<file path="src/rtl/obstacle_scheduler.sv">
// rtl/obstacle_scheduler.sv - circular obstacle buffer replayed once per frame with player-relative depth
module obstacle_scheduler #(
   parameter int HALF_BLOCK_LENGTH = 64,
   parameter int DEPTH             = 16
) (
   input  logic                     clk,
   input  logic                     rst,
   input  logic                     new_frame,
   input  logic [15:0]              player_score,
   input  logic                     in_valid,
   output logic                     in_ready,
   input  logic [2:0]               in_type,
   input  logic [1:0]               in_lane,
   input  logic [15:0]              in_pos,
   output logic [15:0]              obstacle,
   output logic                     obstacle_valid,
   output logic                     firstrow,
   output logic                     sweep_done,
   output logic [$clog2(DEPTH):0]   count
);

   localparam int          AW       = $clog2(DEPTH);
   localparam logic [15:0] SPAN     = 16'(2 * HALF_BLOCK_LENGTH);
   localparam logic [AW:0] FULL     = (AW + 1)'(DEPTH);
   localparam logic [15:0] MAX_DEPTH = 16'd2047;

   typedef enum logic {IDLE, SWEEP} state_t;

   // Entry layout: {type[20:18], lane[17:16], pos[15:0]}
   logic [20:0]      mem_q [DEPTH];

   state_t           state_q;
   logic [AW-1:0]    head_q;
   logic [AW-1:0]    tail_q;
   logic [AW-1:0]    idx_q;
   logic [AW:0]      count_q;
   logic [AW:0]      remaining_q;
   logic [15:0]      score_q;
   logic             done_pend_q;
   logic [15:0]      obstacle_q;
   logic             obstacle_valid_q;
   logic             firstrow_q;
   logic             sweep_done_q;

   logic             push;
   logic             retire;
   logic             emit;
   logic [AW-1:0]    cur_idx;
   logic [15:0]      cur_score;
   logic [AW:0]      cur_rem;
   logic [20:0]      cur_entry;
   logic signed [15:0] cur_d;
   logic signed [15:0] head_d;
   logic [10:0]      cur_depth;
   logic             cur_fr;

   // Distance from the player to the far edge of an obstacle, wrapped to signed 16 bits
   function automatic logic signed [15:0] rel_depth(input logic [15:0] pos, input logic [15:0] score);
      return signed'(16'(pos + SPAN - score));
   endfunction

   assign in_ready       = (count_q != FULL);
   assign count          = count_q;
   assign obstacle       = obstacle_q;
   assign obstacle_valid = obstacle_valid_q;
   assign firstrow       = firstrow_q;
   assign sweep_done     = sweep_done_q;

   // Select the entry to emit this cycle; a new frame restarts from head with the fresh score
   always_comb begin
      push      = in_valid && in_ready;
      cur_idx   = new_frame ? head_q       : idx_q;
      cur_score = new_frame ? player_score : score_q;
      cur_rem   = new_frame ? count_q      : remaining_q;
      cur_entry = mem_q[cur_idx];
      emit      = (new_frame || (state_q == SWEEP)) && (cur_rem != '0);
      cur_d     = rel_depth(cur_entry[15:0], cur_score);
      cur_depth = 11'd0;
      cur_fr    = 1'b0;
      if (cur_d > 16'sd0) begin
         cur_depth = (cur_d > signed'(MAX_DEPTH)) ? 11'd2047 : cur_d[10:0];
         cur_fr    = (cur_d <= signed'(SPAN));
      end
      head_d    = rel_depth(mem_q[head_q][15:0], score_q);
      retire    = (state_q == IDLE) && !new_frame && (count_q != '0) && (head_d <= 16'sd0);
   end

   // Entry storage; contents need no reset since the pointers define validity
   always_ff @(posedge clk) begin
      if (push) begin
         mem_q[tail_q] <= {in_type, in_lane, in_pos};
      end
   end

   // Pointers, sweep FSM and registered outputs
   always_ff @(posedge clk or negedge rst) begin
      if (!rst) begin
         state_q          <= IDLE;
         head_q           <= '0;
         tail_q           <= '0;
         idx_q            <= '0;
         count_q          <= '0;
         remaining_q      <= '0;
         score_q          <= '0;
         done_pend_q      <= 1'b0;
         obstacle_q       <= '0;
         obstacle_valid_q <= 1'b0;
         firstrow_q       <= 1'b0;
         sweep_done_q     <= 1'b0;
      end else begin
         obstacle_valid_q <= 1'b0;
         firstrow_q       <= 1'b0;
         sweep_done_q     <= done_pend_q;
         done_pend_q      <= 1'b0;

         if (push) begin
            tail_q <= tail_q + 1'b1;
         end
         if (retire) begin
            head_q <= head_q + 1'b1;
         end
         unique case ({push, retire})
            2'b10:   count_q <= count_q + 1'b1;
            2'b01:   count_q <= count_q - 1'b1;
            default: count_q <= count_q;
         endcase

         if (new_frame) begin
            score_q <= player_score;
         end

         if (emit) begin
            obstacle_q       <= {cur_entry[20:16], cur_depth};
            obstacle_valid_q <= 1'b1;
            firstrow_q       <= cur_fr;
            idx_q            <= cur_idx + 1'b1;
            remaining_q      <= cur_rem - 1'b1;
            if (cur_rem == (AW + 1)'(1)) begin
               state_q     <= IDLE;
               done_pend_q <= 1'b1;
            end else begin
               state_q <= SWEEP;
            end
         end else if (new_frame) begin
            // Empty buffer: the sweep completes immediately
            state_q      <= IDLE;
            sweep_done_q <= 1'b1;
         end
      end
   end

endmodule
</file>
<file path="config.mk">
export PLATFORM = sky130hd
export DESIGN_NAME = obstacle_scheduler
export DESIGN_NICKNAME = d
export VERILOG_FILES = /design/src/rtl/obstacle_scheduler.sv
export SDC_FILE = /design/constraint.sdc
export NUM_CORES = 1
export LEC_CHECK = 0
export BUFFER_PORTS_ARGS = -buffer_cell sky130_fd_sc_hd__buf_2
export CAP_MARGIN = 10
export CELL_PAD_IN_SITES_DETAIL_PLACEMENT = 0
export CELL_PAD_IN_SITES_GLOBAL_PLACEMENT = 2
export CORE_MARGIN = 4
export CORE_UTILIZATION = 35
export DETAILED_ROUTE_END_ITERATION = 8
export MAX_ROUTING_LAYER = met4
export PLACE_DENSITY_LB_ADDON = 0.3
export REMOVE_ABC_BUFFERS = 1
export SYNTH_ARGS = -nofsm -noshare
export SYNTH_HDL_FRONTEND = slang
export SYNTH_SLANG_ARGS = --single-unit
</file>
<file path="constraint.sdc">
create_clock -name clk -period 9.4 [get_ports clk]
set_input_delay 0.94 -clock clk [delete_from_list [all_inputs] [get_ports clk]]
set_output_delay 0.94 -clock clk [all_outputs]
set_load 0.02 [all_outputs]
</file>
==> summary.txt, run 1 <==
Clock tree
  • # clock sinks: 395
  • TritonCTS clock tree: yes
  • CTS Buffer Depth: 3
  • CTS clock-pin slew for the worst setup and hold paths: ~0.060 ns
  • CTS HTree Levels: 2
  • Worst-Skew Late Latency: 0.59 ns
  • # resized after CTS: 0
  • CTS Buf Count: 45
  • Post-CTS Setup Repair Bufs: 0
  • Cts hold-fix bufs: 0
  • Clock Root Buffer: clkbuf_16

Critical path
  • RR Endpoint: count[4]
  • Worst-path maximum fanout: between 40 and 50
  • CP arrival: 7.43 ns
  • R2R cell count: 22
  • Worst r2r src: head_q[0]
  • Worst Path Required: ~9.9 ns
  • Critical path class: register to register
  • Startpoint types: register
  • Worst reg2reg setup slack: around 2.4 ns
  • Crit end category: register

Logic synthesis
  • Synth top area share: 0.511
  • Post-synth top flop: edfxtp_1
  • Ys Warns: 0
  • Synth area leader: edfxtp_1
  • Sequential-to-total area share from yosys stat: 0.586
  • Syn avg cell area: 12.8 um^2
  • Post-synthesis register bit count: 395
  • Post-synth EDFFs: 336
  • Async set or reset register ratio after synthesis: 0.149
  • Count leader, synth: edfxtp_1
  • Synth top cells by count: edfxtp_1 (336), nand2_1 (275), mux4_2 (80)
  • Post-Synthesis Cells: 1,544
  • Distinct cell type count after synthesis: ~60
  • Ranking of synthesized cells by area: edfxtp_1 (51%), mux4_2 (9.1%), dfrtp_1 (7.5%)
  • Mapped cell area: 0.0197 mm^2

Power and ir drop
  • Static Leak: a little over 8 nW
  • Switching pwr: 0.00371 W
  • Pint: 0.00506 W
  • Combinational share of power: 0.517
  • Sw frac: 0.423
  • Max IR drop VDD: between 0.15 and 0.2 mV
  • Pwr dens: 389 mW/mm^2
  • Clock share of power: 0.211
  • Sequential power share: 0.272

Timing
  • Headroom to the max-slew limit: 0.300
  • Setup TNS: 0 ns
  • Slew of the pin with the lowest slew margin: 1.05 ns
  • Slew Viols, Final: 0
  • Hold Violations, Final: 0
  • Fin worst setup slack: roughly 2.4 ns
  • Final Setup Violations: 0
  • Final period utilization: 0.741
  • Peak Freq: ~140 MHz
  • RSZ-0062 raised after global routing: false
  • Min Tclk post-route: around 7.0 ns
  • Clk_skew: 0.0262 ns

Flow run
  • MaxCap Viol Count: 0

Finish
  • Finished Cell Area: 0.0226 mm^2
  • Final net count: approximately 1,700
  • Non-Filler Instances: 2,384
  • Ratio of cells with drive above 1 in the final layout: 0.173
  • Area Overhead vs Synth: 14.3%

Floorplan
  • Chip width: 245 um
  • Die ar.: between 0.06 and 0.07 mm^2
  • Die Y: 245 um
  • Rows: 86
  • Initial core utilization: 0.356
  • IO Pins: between 60 and 70
  • Core area: 0.0554 mm^2

Placement
  • GP Congestion: 0.851
  • Dpl cells: 2,299
  • I/O Buffers: 65
  • DP Worst Slack: between 2 and 2.5 ns
  • Detail Placement HPWL: about 33 mm
  • Cell Area, Placed: 0.0210 mm^2

Global routing
  • Tot GR Track Use: 0.197
  • Initial antenna violation count: 3
  • Vias in the first global route: 13,300
  • Largest net degree at the start of global routing: between 70 and 80
  • Global-route wire length before repair: 85.7 mm
  • Total gr overflow: 0

Route
  • Detail Route Antenna Nets: 0
  • Final Routed Wirelength: 57.8 mm
  • Drt via density: between 5 and 6
  • WL/cell: 24.2 um
  • Pre-antenna DRT Iters: 5
  • Drt first-iter violations: about 1,100
  • DRC: 0
  • Vias: 13,000

Worst hold path
  • Worst Hold Path Cells: 1
  • Hold Crit Start: done_pend_q
  • Hold Path Class: register to register
  • Hold path endpoint: sweep_done

Status
  • Outcome: completed
## placed cells by master (no fill, tap or decap), types with 8 or more instances in the layout
cell	instances
mux2i_1	67
edfxtp_1	336
o221ai_1	28
nor2_1	51
o21a_1	17
xor2_1	13
nand2b_1	9
ha_1	70
clkinv_2	8
a31oi_1	16
a311oi_1	19
mux4_2	80
nand3_1	72
bufinv_16	8
a21oi_1	64
and3_1	23
xnor2_1	21
buf_2	64
nor3_1	18
a211oi_1	13
dfrtp_1	57
o21ai_0	32
nor2_2	12
clkbuf_16	46
o21ai_1	10
inv_1	59
nand2_1	275
buf_4	34
o31ai_1	8
## worst max-delay path, cell delays in order, from the launching register on
cell and delay (ns):
dfrtp_4 1.09, buf_4 0.55, mux4_2 0.57, mux4_2 0.53, ha_1 0.30, ha_1 0.37
nand2_1 0.08, a211oi_1 0.42, o21ai_0 0.25, a2111oi_0 0.49, o211ai_1 0.21, a2111oi_4 0.32
nor2_1 0.18, inv_1 0.09, ha_1 0.22, inv_1 0.10, fa_1 0.41, inv_1 0.07
a21o_1 0.10, a21oi_1 0.07, xnor2_1 0.13, nor2_1 0.06, xor2_1 0.14
## power groups by stage
stage / Sequential (W) / Clock, W / Combinational [W]
CTS: 0.00239 / 0.00190 / 0.00456
detailed placement: 0.00242 / 0 / 0.00454
finish: 0.00238 / 0.00185 / 0.00453
global placement: 0.00242 / 0 / 0.00455
floorplan: 0.00248 / 0 / 0.00311
global route: 0.00242 / 0.00197 / 0.00502
## stage by stage
| step | utilization | power (W) | hold WS [ns] |
|---|---|---|---|
| 2_1_floorplan | - | 0.00559 | 0.408 |
| 3_3_place_gp | 0.379 | 0.00697 | 0.416 |
| 3_5_place_dp | 0.379 | 0.00696 | 0.420 |
| 4_1_cts | 0.407 | 0.00885 | 0.435 |
| 5_1_grt | 0.407 | 0.00941 | 0.482 |
| 6_report | 0.407 | 0.00877 | 0.429 |
## worst max path at each step
stage | startpoint | to | slack (ns) | cells after the start
after floorplan | head_q[0] | obstacle[6] | 0.44 | 17
after global placement | head_q[0] | count[4] | 2.45 | 22
after detailed placement | head_q[0] | count[4] | 2.35 | 22
after CTS | head_q[0] | count[4] | 2.34 | 22
after global routing | head_q[0] | count[4] | 1.78 | 22
final | head_q[0] | count[4] | 2.43 | 22
## final cells by class
| type | count | area, um^2 |
|---|---|---|
| fillers | 5208 | 32900 |
| flip-flops and latches | 395 | 11600 |
| multi-input cells | 997 | 7680 |
| clock buffers | 53 | 1180 |
| well taps | 748 | 936 |
| repair buffers | 98 | 576 |
| clock inverters | 29 | 380 |
| inverters | 61 | 231 |
| diodes | 3 | 7.51 |
## kinds of logic (layout without fill, tap and decap cells)
group	Yosys count	count (layout)	synth area share
compound gates	247	247	0.0847
xor+xnor	34	34	0.0151
fa+ha+maj	73	73	0.0474
buf+inv	152	241	0.0306
flops	395	395	0.586
mux	153	153	0.129
other cells	0	3	0
simple gates	490	490	0.107
## flip-flops by register name (all words and copies together), names as in the netlist, 4 cells and up
| register | flops |
|---|---|
| tail_q | 4 |
| idx_q | 4 |
| count | 5 |
| obstacle | 16 |
| mem_q | 336 |
| remaining_q | 5 |
| score_q | 16 |
| head_q | 4 |
## metal layers
metal / track usage / wire length [um] / vias to the layer above
met1: 0.256 / 25100 / 6611
met2: 0.324 / 28100 / 385
met5: - / 0 / -
met4: 0.0501 / 1190 / 0
met3: 0.0339 / 3390 / 79
li1: - / - / 5953
Power figures use the tool's default switching activity.
==> run 2: changes to the inputs <==
==> constraint.sdc (replaced) <==
create_clock -name clk -period 5.9 [get_ports clk]
set_input_delay 0.59 -clock clk [delete_from_list [all_inputs] [get_ports clk]]
set_output_delay 0.59 -clock clk [all_outputs]
set_load 0.02 [all_outputs]
==> run 2 against run 1 <==
Against the previous run:
- final cell count is 1.7% higher
- clock power increased by 50%
- via count is 1.1% higher
- wire length is 0.51% higher
- sequential share of layout area shrank 0.84 points
- combinational power is 71% higher
- sequential power up 56%
- die area stayed put
- register-to-register slack worse by 2.2 ns
- critical path depth increased by 1
- clock-buffer cell count grew 10
- highest routed layer unchanged
==> summary.txt, run 2 (synthesis gave the netlist of run 1 again) <==
Clock tree
  • Worst-Skew Late Latency: 0.59 ns
  • CTS Buf Count: 44
  • TritonCTS clock tree: yes
  • CTS Buffer Depth: 3
  • Clock Root Buffer: clkbuf_16
  • CTS HTree Levels: 2
  • Cts hold-fix bufs: 0
  • # clock sinks: 395
  • CTS clock-pin slew for the worst setup and hold paths: 0.06 ns

Finish
  • Final net count: 1,752
  • Max FFs per register: about 340
  • Ratio of cells with drive above 1 in the final layout: 0.198
  • Non-Filler Instances: 2,425
  • Fillers: 5,139
  • Most frequent cells in the layout: edfxtp_1 (336), nand2_1 (275), mux4_2 (80)
  • Final Util: 0.414
  • Biggest register: mem_q
  • Sequential cell area: 0.0116 mm^2
  • Area Overhead vs Synth: 16.2%
  • Commonest non-fill, non-tap cell in the layout: edfxtp_1
  • Multi-input gate area: 0.00773 mm^2

Critical path
  • Critical path class: register to register
  • R2R cell count: 23
  • CP delay by family, top: compound AO/OA/AOI/OAI gates
  • Worst Path Required: 6.41 ns
  • Worst r2r src: head_q[0]
  • Critical path's largest stage delay: 0.54 ns
  • Crit path buf inv count: 5
  • Worst reg2reg setup slack: 0.25 ns
  • Worst-path maximum fanout: 25
  • CP cell instances: buf_4 -> buf_16 -> mux4_2 -> mux4_2 -> ha_1 -> ha_1 -> nor2b_1 -> a2111oi_1 -> nand4_1 -> a2111oi_2 -> o211ai_1 -> a2111oi_4 -> nor2_1 -> inv_2 -> ha_2 -> inv_1 -> fa_1 -> inv_1 -> a21o_1 -> a21oi_1 -> xnor2_1 -> nor2_1 -> xor2_1
  • Crit end category: register
  • RR Endpoint: count[4]
  • Startpoint types: register
  • Slowest-stage cell, CP: mux4_2
  • CP arrival: 6.16 ns

Route
  • Detail Route Antenna Nets: 0
  • Pre-antenna DRT Iters: 7
  • Drt via density: 5.43
  • Vias: ~13,000
  • Final Routed Wirelength: 58.1 mm
  • DRC: 0
  • WL/cell: 24.0 um
  • Drt first-iter violations: between 1,000 and 1,500

Floorplan
  • Die ar.: 0.0602 mm^2
  • Chip width: 245 um
  • Die Y: 245 um
  • Initial core utilization: 0.356
  • IO Pins: 66
  • Rows: 86
  • Core area: 0.0554 mm^2

Global routing
  • Initial antenna violation count: 3
  • Global-route wire length before repair: approximately 86 mm
  • Largest net degree at the start of global routing: 101
  • Vias in the first global route: 13,500
  • Total gr overflow: 0
  • Tot GR Track Use: 0.197

Timing
  • Min Tclk post-route: roughly 5.6 ns
  • RSZ-0062 raised after global routing: true
  • Final Setup Violations: 0
  • Slew Viols, Final: 0
  • Peak Freq: 177 MHz
  • Slew of the pin with the lowest slew margin: 0.905 ns
  • Headroom to the max-slew limit: 0.397
  • Setup TNS: 0 ns
  • Clk_skew: between 0.02 and 0.025 ns
  • Final period utilization: 0.958
  • Hold Violations, Final: 0
  • Fin worst setup slack: 0.250 ns

Flow run
  • MaxCap Viol Count: 0

Status
  • Outcome: completed

Placement
  • I/O Buffers: 65
  • Dpl cells: around 2,300
  • GP Congestion: 0.841
  • DP Worst Slack: approximately 0.032 ns
  • Detail Placement HPWL: 35.1 mm

Power and ir drop
  • Pwr dens: 620 mW/mm^2
  • Max IR drop VDD: ~0.29 mV
  • Static Leak: 8.45 nW
  • Total Power: 0.0142 W

Worst hold path
  • Hold Path Class: input port to async pin
-- run 2: worst max path at each step --
stage	from	end	slack (ns)	cells after the start
after floorplan	head_q[0]	obstacle[6]	-3.06	17
after global placement	head_q[0]	count[4]	0.12	22
after detailed placement	head_q[0]	count[4]	0.03	23
after CTS	head_q[0]	count[4]	0.02	23
after global routing	head_q[0]	count[4]	-0.03	23
final	head_q[0]	count[4]	0.25	23
-- run 2: what timing repair did --
item / 4_1_cts / 5_1_grt
endpoints found under the setup margin: 0 / 13
buffers inserted: 0 / 2
resized for setup: 0 / 21
-- run 2: metal layers --
metal,track usage,part of all wire,vias up
li1,-,-,6047
met1,0.261,0.44,6630
met2,0.320,0.48,408
met3,0.0286,0.062,91
met4,0.0514,0.023,0
met5,-,0,-
-- run 2: area by class of cell --
type	count	share of cell area
sequential	395	0.505
multi-input combinational	997	0.337
timing repair buffer	139	0.0434
inverter	61	0.0101
clock inverter	19	0.00917
tap	748	0.0408
clock buffer	63	0.0547
antenna	3	0.000327
-- run 2: metrics by stage --
| stage | area [um^2] | hold slack [ns] |
|---|---|---|
| 6_report | 22900 | 0.113 |
| 5_1_grt | 22900 | 0.205 |
| 4_1_cts | 22800 | 0.169 |
| 3_5_place_dp | 21300 | 0.421 |
| 3_3_place_gp | 21300 | 0.414 |
| 2_1_floorplan | 19400 | 0.294 |
-- run 2: report_power, final --
group | leakage, nW | switching, W | internal, W
registers | 3.75 | 0.000251 | 0.00346
clock network | 0.718 | 0.00115 | 0.00162
logic | 3.98 | 0.00455 | 0.00319
total | 8.45 | 0.00595 | 0.00827
